<file path="src/rtl/alu_exec_stage.sv">
// Execute stage: B-operand select, single-cycle ALU ops, iterative shift-add multiply.
// Latency: 1 cycle for ALU ops, WIDTH cycles for MUL (accept edge to Out_valid).
// Backpressure: single-entry output register; In_ready low while busy or while holding an unconsumed result.
// Optional: define ALU_OVF_EN to add the signed-overflow output Ovf for ADD/SUB.
module alu_exec_stage #(
    parameter int WIDTH = 32
) (
    input  logic             Clk,
    input  logic             Reset,
    input  logic             In_valid,
    output logic             In_ready,
    input  logic [WIDTH-1:0] RF_A,
    input  logic [WIDTH-1:0] RF_B,
    input  logic [WIDTH-1:0] Immed,
    input  logic             ALU_Bin_sel,
    input  logic [3:0]       ALU_func,
    output logic             Out_valid,
    input  logic             Out_ready,
    output logic [WIDTH-1:0] ALU_out,
    output logic             Zero
`ifdef ALU_OVF_EN
    ,
    output logic             Ovf
`endif
);

    localparam int CNT_W = $clog2(WIDTH);
    localparam logic [CNT_W-1:0] CNT_LAST = CNT_W'(WIDTH - 1);

    typedef enum logic {
        S_IDLE,
        S_MUL
    } state_t;

    state_t           state;
    state_t           state_nxt;
    logic [WIDTH-1:0] op_b;
    logic [WIDTH-1:0] sum;
    logic [WIDTH-1:0] diff;
    logic [WIDTH-1:0] alu_res;
    logic [WIDTH-1:0] mul_a;
    logic [WIDTH-1:0] mul_b;
    logic [WIDTH-1:0] acc;
    logic [WIDTH-1:0] mul_step;
    logic [WIDTH-1:0] load_val;
    logic [CNT_W-1:0] cnt;
    logic             accept;
    logic             is_mul;
    logic             mul_done;
    logic             load_res;
`ifdef ALU_OVF_EN
    logic             alu_ovf;
    logic             load_ovf;
`endif

    assign is_mul   = (ALU_func == 4'b1110);
    assign In_ready = (state == S_IDLE) && (!Out_valid || Out_ready);
    assign accept   = In_valid && In_ready;
    assign mul_step = acc + (mul_b[0] ? mul_a : '0);
    assign mul_done = (state == S_MUL) && (cnt == CNT_LAST);
    // A MUL can only finish while In_ready is low, so the two load sources never collide.
    assign load_res = (accept && !is_mul) || mul_done;
    assign load_val = mul_done ? mul_step : alu_res;

    // Single-cycle ALU result from the live operands (B chosen by the select line).
    always_comb begin
        op_b    = ALU_Bin_sel ? Immed : RF_B;
        sum     = RF_A + op_b;
        diff    = RF_A - op_b;
        alu_res = '0;
        case (ALU_func)
            4'b0000: alu_res = sum;
            4'b0001: alu_res = diff;
            4'b0010: alu_res = RF_A & op_b;
            4'b0011: alu_res = RF_A | op_b;
            4'b0100: alu_res = ~RF_A;
            4'b0101: alu_res = ~(RF_A & op_b);
            4'b0110: alu_res = ~(RF_A | op_b);
            4'b1000: alu_res = $signed(RF_A) >>> 1;
            4'b1001: alu_res = RF_A >> 1;
            4'b1010: alu_res = RF_A << 1;
            4'b1100: alu_res = {RF_A[WIDTH-2:0], RF_A[WIDTH-1]};
            4'b1101: alu_res = {RF_A[0], RF_A[WIDTH-1:1]};
            default: alu_res = '0;
        endcase
    end

`ifdef ALU_OVF_EN
    // Signed overflow for ADD/SUB only; MUL results always report no overflow.
    always_comb begin
        alu_ovf = 1'b0;
        if (ALU_func == 4'b0000)
            alu_ovf = (RF_A[WIDTH-1] == op_b[WIDTH-1]) && (sum[WIDTH-1] != RF_A[WIDTH-1]);
        else if (ALU_func == 4'b0001)
            alu_ovf = (RF_A[WIDTH-1] != op_b[WIDTH-1]) && (diff[WIDTH-1] != RF_A[WIDTH-1]);
        load_ovf = mul_done ? 1'b0 : alu_ovf;
    end
`endif

    // FSM next state: leave IDLE only on an accepted MUL, return after the last iteration.
    always_comb begin
        state_nxt = state;
        case (state)
            S_IDLE:  if (accept && is_mul) state_nxt = S_MUL;
            S_MUL:   if (cnt == CNT_LAST)  state_nxt = S_IDLE;
            default: state_nxt = S_IDLE;
        endcase
    end

    // FSM state register; reset aborts any multiply in flight.
    always_ff @(posedge Clk) begin
        if (Reset) state <= S_IDLE;
        else       state <= state_nxt;
    end

    // Shift-add multiplier: one multiplier bit consumed per cycle.
    always_ff @(posedge Clk) begin
        if (Reset) begin
            mul_a <= '0;
            mul_b <= '0;
            acc   <= '0;
            cnt   <= '0;
        end else if (accept && is_mul) begin
            mul_a <= RF_A;
            mul_b <= op_b;
            acc   <= '0;
            cnt   <= '0;
        end else if (state == S_MUL) begin
            acc   <= mul_step;
            mul_a <= mul_a << 1;
            mul_b <= mul_b >> 1;
            cnt   <= cnt + 1'b1;
        end
    end

    // Output register: a new load wins over a drain so back-to-back results see no bubble.
    always_ff @(posedge Clk) begin
        if (Reset) begin
            Out_valid <= 1'b0;
            ALU_out   <= '0;
            Zero      <= 1'b0;
`ifdef ALU_OVF_EN
            Ovf       <= 1'b0;
`endif
        end else if (load_res) begin
            Out_valid <= 1'b1;
            ALU_out   <= load_val;
            Zero      <= (load_val == '0);
`ifdef ALU_OVF_EN
            Ovf       <= load_ovf;
`endif
        end else if (Out_ready) begin
            Out_valid <= 1'b0;
        end
    end

endmodule
</file>
<file path="config.mk">
export PLATFORM = sky130hd
export DESIGN_NAME = alu_exec_stage
export DESIGN_NICKNAME = d
export VERILOG_FILES = /design/src/rtl/alu_exec_stage.sv
export SDC_FILE = /design/constraint.sdc
export NUM_CORES = 1
export LEC_CHECK = 0
export ABC_CLOCK_PERIOD_IN_PS = 7790
export CELL_PAD_IN_SITES_DETAIL_PLACEMENT = 1
export CELL_PAD_IN_SITES_GLOBAL_PLACEMENT = 1
export CORE_MARGIN = 5
export CORE_UTILIZATION = 42
export CTS_CLUSTER_SIZE = 16
export DETAILED_ROUTE_END_ITERATION = 6
export PLACE_DENSITY = 0.81
export SETUP_SLACK_MARGIN = 0.3
export SLEW_MARGIN = 20
export SYNTH_ARGS = -nofsm -noshare
export SYNTH_HDL_FRONTEND = slang
export SYNTH_SLANG_ARGS = --single-unit
</file>
<file path="constraint.sdc">
create_clock -name Clk -period 7.79 [get_ports Clk]
set_input_delay 0.779 -clock Clk [delete_from_list [all_inputs] [get_ports Clk]]
set_output_delay 0.779 -clock Clk [all_outputs]
set_load 0.02 [all_outputs]
</file>
==> reports/results.tsv, run 1 <==
metric	value	unit
final worst slack	1.63	ns
core area	29600	um2
H-tree depth	4	
Ys Warns	0	
Max-Cap Viols	0	
internal power	1.47	mW
sw power	839	uW
R2R depth	15	
RSZ-0062 raised after global routing	no	
clock sinks	136	
Final nets	1977	
skew final	0.0103	ns
Finished Cell Area	14800	um2
Root Buffer	clkbuf_16	
Initial Utilization	0.425	
Power Total	2.31	mW
EDFF count, synth	0	
Post-route DRC	0	
Die W	183	um
sequential cell area	2730	um2
Seq pwr share	0.316	
CTS buffer count	17	
post-synth design cell area	12600	um2
share of cells above drive strength 1	0.0683	
Via density	6.59	
Least-Margin Pin Slew	1.16	ns
hold path startpoint	ALU_out[1]	
GRT Overall Usage	0.327	
Yosys reg bits	136	
Cell variety after synth	92	
Fill cells	3748	
switching share of power	0.363	
clk_lat worst skew	0.44	ns
Cell Pwr Density	156	nW/um2
hpwl dp	43400	um
crit path max fanout	29	
hold path depth	2	
Post-Route WL	56700	um
ys async rst share	0	
CTS tree	built	
Synth-to-Final Area Change	17.6	%
Post-Syn Instances	1740	
die area	33600	um2
Cells after DPL	2174	
GRT overflow	0	
die height	183	um
Max VDD drop	0.000162	V
row cnt	63	
placed cell areas	14200	um2
Antenna diodes	0	
first-pass GRT wire length	86000	um
Bufs on Longest Clock Path	2	
Setup WS pre-CTS	1.35	ns
predominant post-synthesis flop cell	dfxtp_1	
Hold Vio Cnt, Final	0	
crit path DAT	6.50	ns
WS Path Type	primary input to flip-flop	
clock network power share	0.348	
largest net degree at the start of global routing	90	
Tcrit/Tclk final	0.790	
Finished Layout Cells	2206	
multi-input logic area	9270	um2
Final setup viols	0	
first-pass detailed-route iteration total	6	
cts repair resizes	0	
critical path launch point type	primary input	
syn_area_per_cell	7.24	um2
status	finished clean	
starting DRC count in detailed routing	1179	
Data required, critical path	8.13	ns
Hold/Removal Path Class	flip-flop to flip-flop	
Static Leak	5.55	nW
Post-Syn Nets	1914	
Slew Limit Headroom	0.228	
CTS clk-pin slew, worst paths	0.06	ns
fin. max-slew vios	0	
io pins	140	
Comb pwr share	0.335	
routability cong.	1.02	
setup TNS	0	ns
Achievable Freq	162	MHz
Setup Buffers After CTS	0	
vias post-DR	14500	
vias in the first global route	14900	
port buffer count	139	
initial antenna violation count	0	
Seq/Total Area, Yosys	0.216	
DR WL/cell	25.7	um
Min Clock Period, post-route	6.16	ns
# hold bufs at CTS	0	
Critical Path Source	ALU_Bin_sel	
Final ANT Viol Nets	0	
element type at the critical path end	flip-flop	
RR Startpoint	mul_b[0]	
==> final cells by class <==
cell class	instances	share of cell area
multi-input combinational	1446	0.626
sequential	136	0.184
timing repair buffer	174	0.111
tap	390	0.0329
clock buffer	22	0.0327
inverter	28	0.00709
clock inverter	10	0.00633
==> worst max-delay path, stage by stage <==
cell and delay [ns]:
buf_2 0.55, mux2i_2 0.73, nand4_1 0.20, or2_4 0.29, or2_2 0.31, nand2_1 0.09, xnor2_1 0.17, ha_1 0.38
nand4_1 0.14, o22ai_1 0.09, a2111oi_0 0.43, o31ai_1 0.29, o41ai_2 0.43, o21a_1 0.21, xor2_1 0.24, o221ai_1 0.21
nor4_1 0.48, nand4_1 0.18, o41ai_2 0.29
==> layout by cell type (no fill, tap or decap), drive strengths merged, types with 10 or more instances in the layout <==
cell type / netlist / layout
clkbuf: 105 / 22
a21o: 20 / 20
o21a: 10 / 10
nand2b: 14 / 14
a21oi: 177 / 177
and3: 30 / 30
xor2: 36 / 36
nand3: 39 / 39
a22oi: 38 / 38
nor3: 58 / 58
and2: 37 / 37
o31ai: 15 / 15
a211oi: 37 / 37
o22ai: 33 / 33
dfxtp: 136 / 136
nor2: 201 / 201
xnor2: 48 / 48
mux2: 22 / 22
nor2b: 23 / 23
inv: 27 / 28
nor4: 11 / 11
a221oi: 37 / 37
buf: 25 / 37
a31oi: 23 / 23
nand2: 174 / 174
clkdlybuf4s50: 0 / 137
mux2i: 43 / 43
o21ai: 100 / 100
nand4: 16 / 16
ha: 67 / 67
==> worst paths after layout <==
check,endpoint,slack (ns)
worst min-delay path,ALU_out[1],0.47
worst min register to register,ALU_out[1],0.47
worst max-delay path,Zero,1.63
worst max register to register,Zero,2.69
==> power by group through the flow <==
| stage | combinational, mW | sequential, mW | clock [mW] |
|---|---|---|---|
| after floorplan | 0.424 | 0.761 | 0 |
| after global placement | 0.741 | 0.745 | 0 |
| after detailed placement | 0.751 | 0.746 | 0 |
| after CTS | 0.755 | 0.731 | 0.814 |
| after global routing | 0.815 | 0.733 | 0.844 |
| final | 0.775 | 0.731 | 0.805 |
==> synthesized netlist by cell type (4+ instances only) <==
cell type	number	share of area
o21ai_0	84	0.033
o2bb2ai_1	4	0.0028
a32oi_1	6	0.0042
nand3b_1	4	0.0024
a221oi_1	37	0.026
a21o_1	20	0.012
nor4_1	10	0.0050
and2_1	37	0.018
buf_2	12	0.0048
nor2_1	201	0.060
a221o_1	5	0.0040
o211ai_1	8	0.0048
a22o_1	7	0.0049
xnor2_1	48	0.033
a311oi_1	4	0.0028
a211oi_1	36	0.021
or3_1	6	0.0030
a21oi_1	177	0.070
and4_1	8	0.0056
a31oi_1	23	0.011
mux2i_2	4	0.0044
a22oi_1	38	0.023
and3_1	30	0.015
ha_1	67	0.067
nand4_1	16	0.0079
o21ai_1	15	0.0060
o21a_1	10	0.0060
buf_1	8	0.0024
clkbuf_1	105	0.031
o22ai_1	33	0.016
nor2b_1	23	0.011
dfxtp_1	136	0.22
a211o_1	5	0.0035
o31ai_1	15	0.0089
mux2_2	18	0.016
o32ai_1	4	0.0028
xor2_1	36	0.025
inv_1	27	0.0080
nand2b_1	14	0.0070
nand2_1	174	0.052
nand3_1	39	0.015
mux2i_1	38	0.030
nor3_1	57	0.023
==> state kept, by name (all words and copies together) (netlist names) <==
name and count:
ALU_out 32, Out_valid 1, Zero 1, acc 32
cnt 5, mul_a 32, mul_b 32, state 1
==> routing by layer <==
metal / vias up / global-route usage / routed length, um
met5: - / 0 / 0
li1: 6569 / - / -
met4: 0 / 0.207 / 4210
met2: 654 / 0.530 / 25700
met1: 7094 / 0.396 / 22800
met3: 227 / 0.0660 / 4080
==> metrics by stage <==
stage          hold WS, ns  utilization
2_1_floorplan        0.437            -
3_3_place_gp         0.447        0.480
3_5_place_dp         0.452        0.480
4_1_cts              0.470        0.500
5_1_grt              0.486        0.500
6_report             0.467        0.500
==> cell families after synthesis <==
| family | share of synthesized area |
|---|---|
| AOI/OAI and AO/OA | 0.304 |
| xor gates and xnor gates | 0.0584 |
| adders and majority gates | 0.0721 |
| buffers and inverters | 0.0510 |
| DFF | 0.216 |
| muxes | 0.0569 |
| and+or+nand+nor | 0.241 |
Power figures use the tool's default switching activity.
==> inputs of run 2 (changes only) <==
- ABC_CLOCK_PERIOD_IN_PS: 7790 -> 6400
- clock period: 7.79 -> 6.4 ns (I/O delays scaled with it)
==> run 2 against run 1 <==
Compared with the run above: register-to-register slack worse by 0.94 ns; critical path depth is 1 higher; clock skew rose by 0.0071 ns; clock power rose by 16%; largest cell class unchanged; largest power group is now combinational logic.
==> reports/results.tsv, run 2 (synthesis results as in run 1) <==
metric	value	unit
Antenna diodes	0	
WHS	0.465	ns
Least-Margin Pin Slew	1.29	ns
Finished Layout Cells	2221	
RSZ-0062 raised after global routing	no	
Cell Pwr Density	187	nW/um2
crit path max fanout	17	
CTS buffer count	17	
Post-route DRC	0	
multi-input logic area	9280	um2
GRT overflow	0	
final worst slack	0.785	ns
Hold/Removal Path Class	flip-flop to flip-flop	
commonest non-fill, non-tap cell in the layout	nor2_1	
Root Buffer	clkbuf_16	
CTS tree	built	
Static Leak	5.61	nW
final core occ	0.504	
R2R setup slack	1.75	ns
commonest cells after routing, fill and taps aside	199 x nor2_1, 176 x a21oi_1, 174 x nand2_1	
WS Path Type	primary input to flip-flop	
clock sinks	136	
sequential cell area	2730	um2
io pins	140	
status	finished clean	
first-pass detailed-route iteration total	5	
die area	33600	um2
Power Total	2.78	mW
first-pass GRT wire length	86600	um
Initial Utilization	0.425	
Cells after DPL	2189	
crit path DAT	5.95	ns
fin. max-slew vios	0	
Final ANT Viol Nets	0	
CTS clk-pin slew, worst paths	0.06	ns
core area	29600	um2
Achievable Freq	178	MHz
clk_lat worst skew	0.44	ns
Min Clock Period, post-route	5.61	ns
Synth-to-Final Area Change	18.5	%
DR WL/cell	25.6	um
initial antenna violation count	0	
Setup WS pre-CTS	0.327	ns
die height	183	um
vias in the first global route	15100	
Via density	6.65	
row cnt	63	
skew final	0.0174	ns
largest net degree at the start of global routing	64	
critical path launch point type	primary input	
Bufs on Longest Clock Path	2	
Fill cells	3758	
starting DRC count in detailed routing	1461	
Setup Buffers After CTS	0	
vias post-DR	14800	
Final setup viols	0	
hpwl dp	43000	um
Final nets	1992	
Data required, critical path	6.73	ns
setup TNS	0	ns
port buffer count	139	
H-tree depth	4	
share of cells above drive strength 1	0.0770	
Finished Cell Area	14900	um2
GRT Overall Usage	0.329	
Die W	183	um
routability cong.	0.992	
Slew Limit Headroom	0.138	
Tcrit/Tclk final	0.877	
Hold Vio Cnt, Final	0	
placed cell areas	14400	um2
element type at the critical path end	flip-flop	
Max-Cap Viols	0	
Post-Route WL	56900	um
Max VDD drop	0.000179	V
run 2: per-layer routing:
layer / GRT usage / vias up / routed length [um]
li1: - / 6607 / -
met1: 0.405 / 7090 / 22400
met2: 0.528 / 831 / 25500
met3: 0.0668 / 239 / 4920
met4: 0.206 / 0 / 4090
met5: 0 / - / 0
run 2: critical path, cell delays in order:
cell and delay (ns):
buf_2 0.31, buf_4 0.33, mux2i_2 0.43, nand4_1 0.17
or2_4 0.28, or2_2 0.31, nand2_1 0.09, xnor2_1 0.08
ha_1 0.42, nand4_1 0.13, o22ai_1 0.09, a2111oi_0 0.47
o31ai_1 0.27, o41ai_2 0.44, o21a_1 0.22, xor2_1 0.21
o221ai_1 0.20, nor4_1 0.39, nand4_1 0.16, o41ai_2 0.30
run 2: path summary, 6_finish.rpt:
check | startpoint | end | depth (start not counted)
max | ALU_Bin_sel | Zero | 20
min | mul_a[31] | mul_a[31] | 2
max reg2reg | mul_b[0] | Zero | 16
min reg2reg | mul_a[31] | mul_a[31] | 2
run 2: timing repair:
| item | 4_1_cts | 5_1_grt |
|---|---|---|
| hold buffers | 0 | 0 |
| endpoints found under the hold margin | 0 | 0 |
| endpoints found under the setup margin | 0 | 1 |
| gates resized for setup | 0 | 2 |
run 2: area by class of cell:
cell class                      instances  area share
Clock buffer                           20      0.0306
Inverter                               28     0.00704
Tap cell                              390      0.0327
Timing Repair Buffer                  189       0.119
Clock inverter                         12     0.00629
Sequential cell                       136       0.183
Multi-Input combinational cell       1446       0.622
run 2: power by group:
part,total (mW),internal (mW),switching (mW)
sequential,0.889,0.872,0.0174
combinational,0.961,0.354,0.607
clock,0.933,0.519,0.414
total,2.78,1.74,1.04
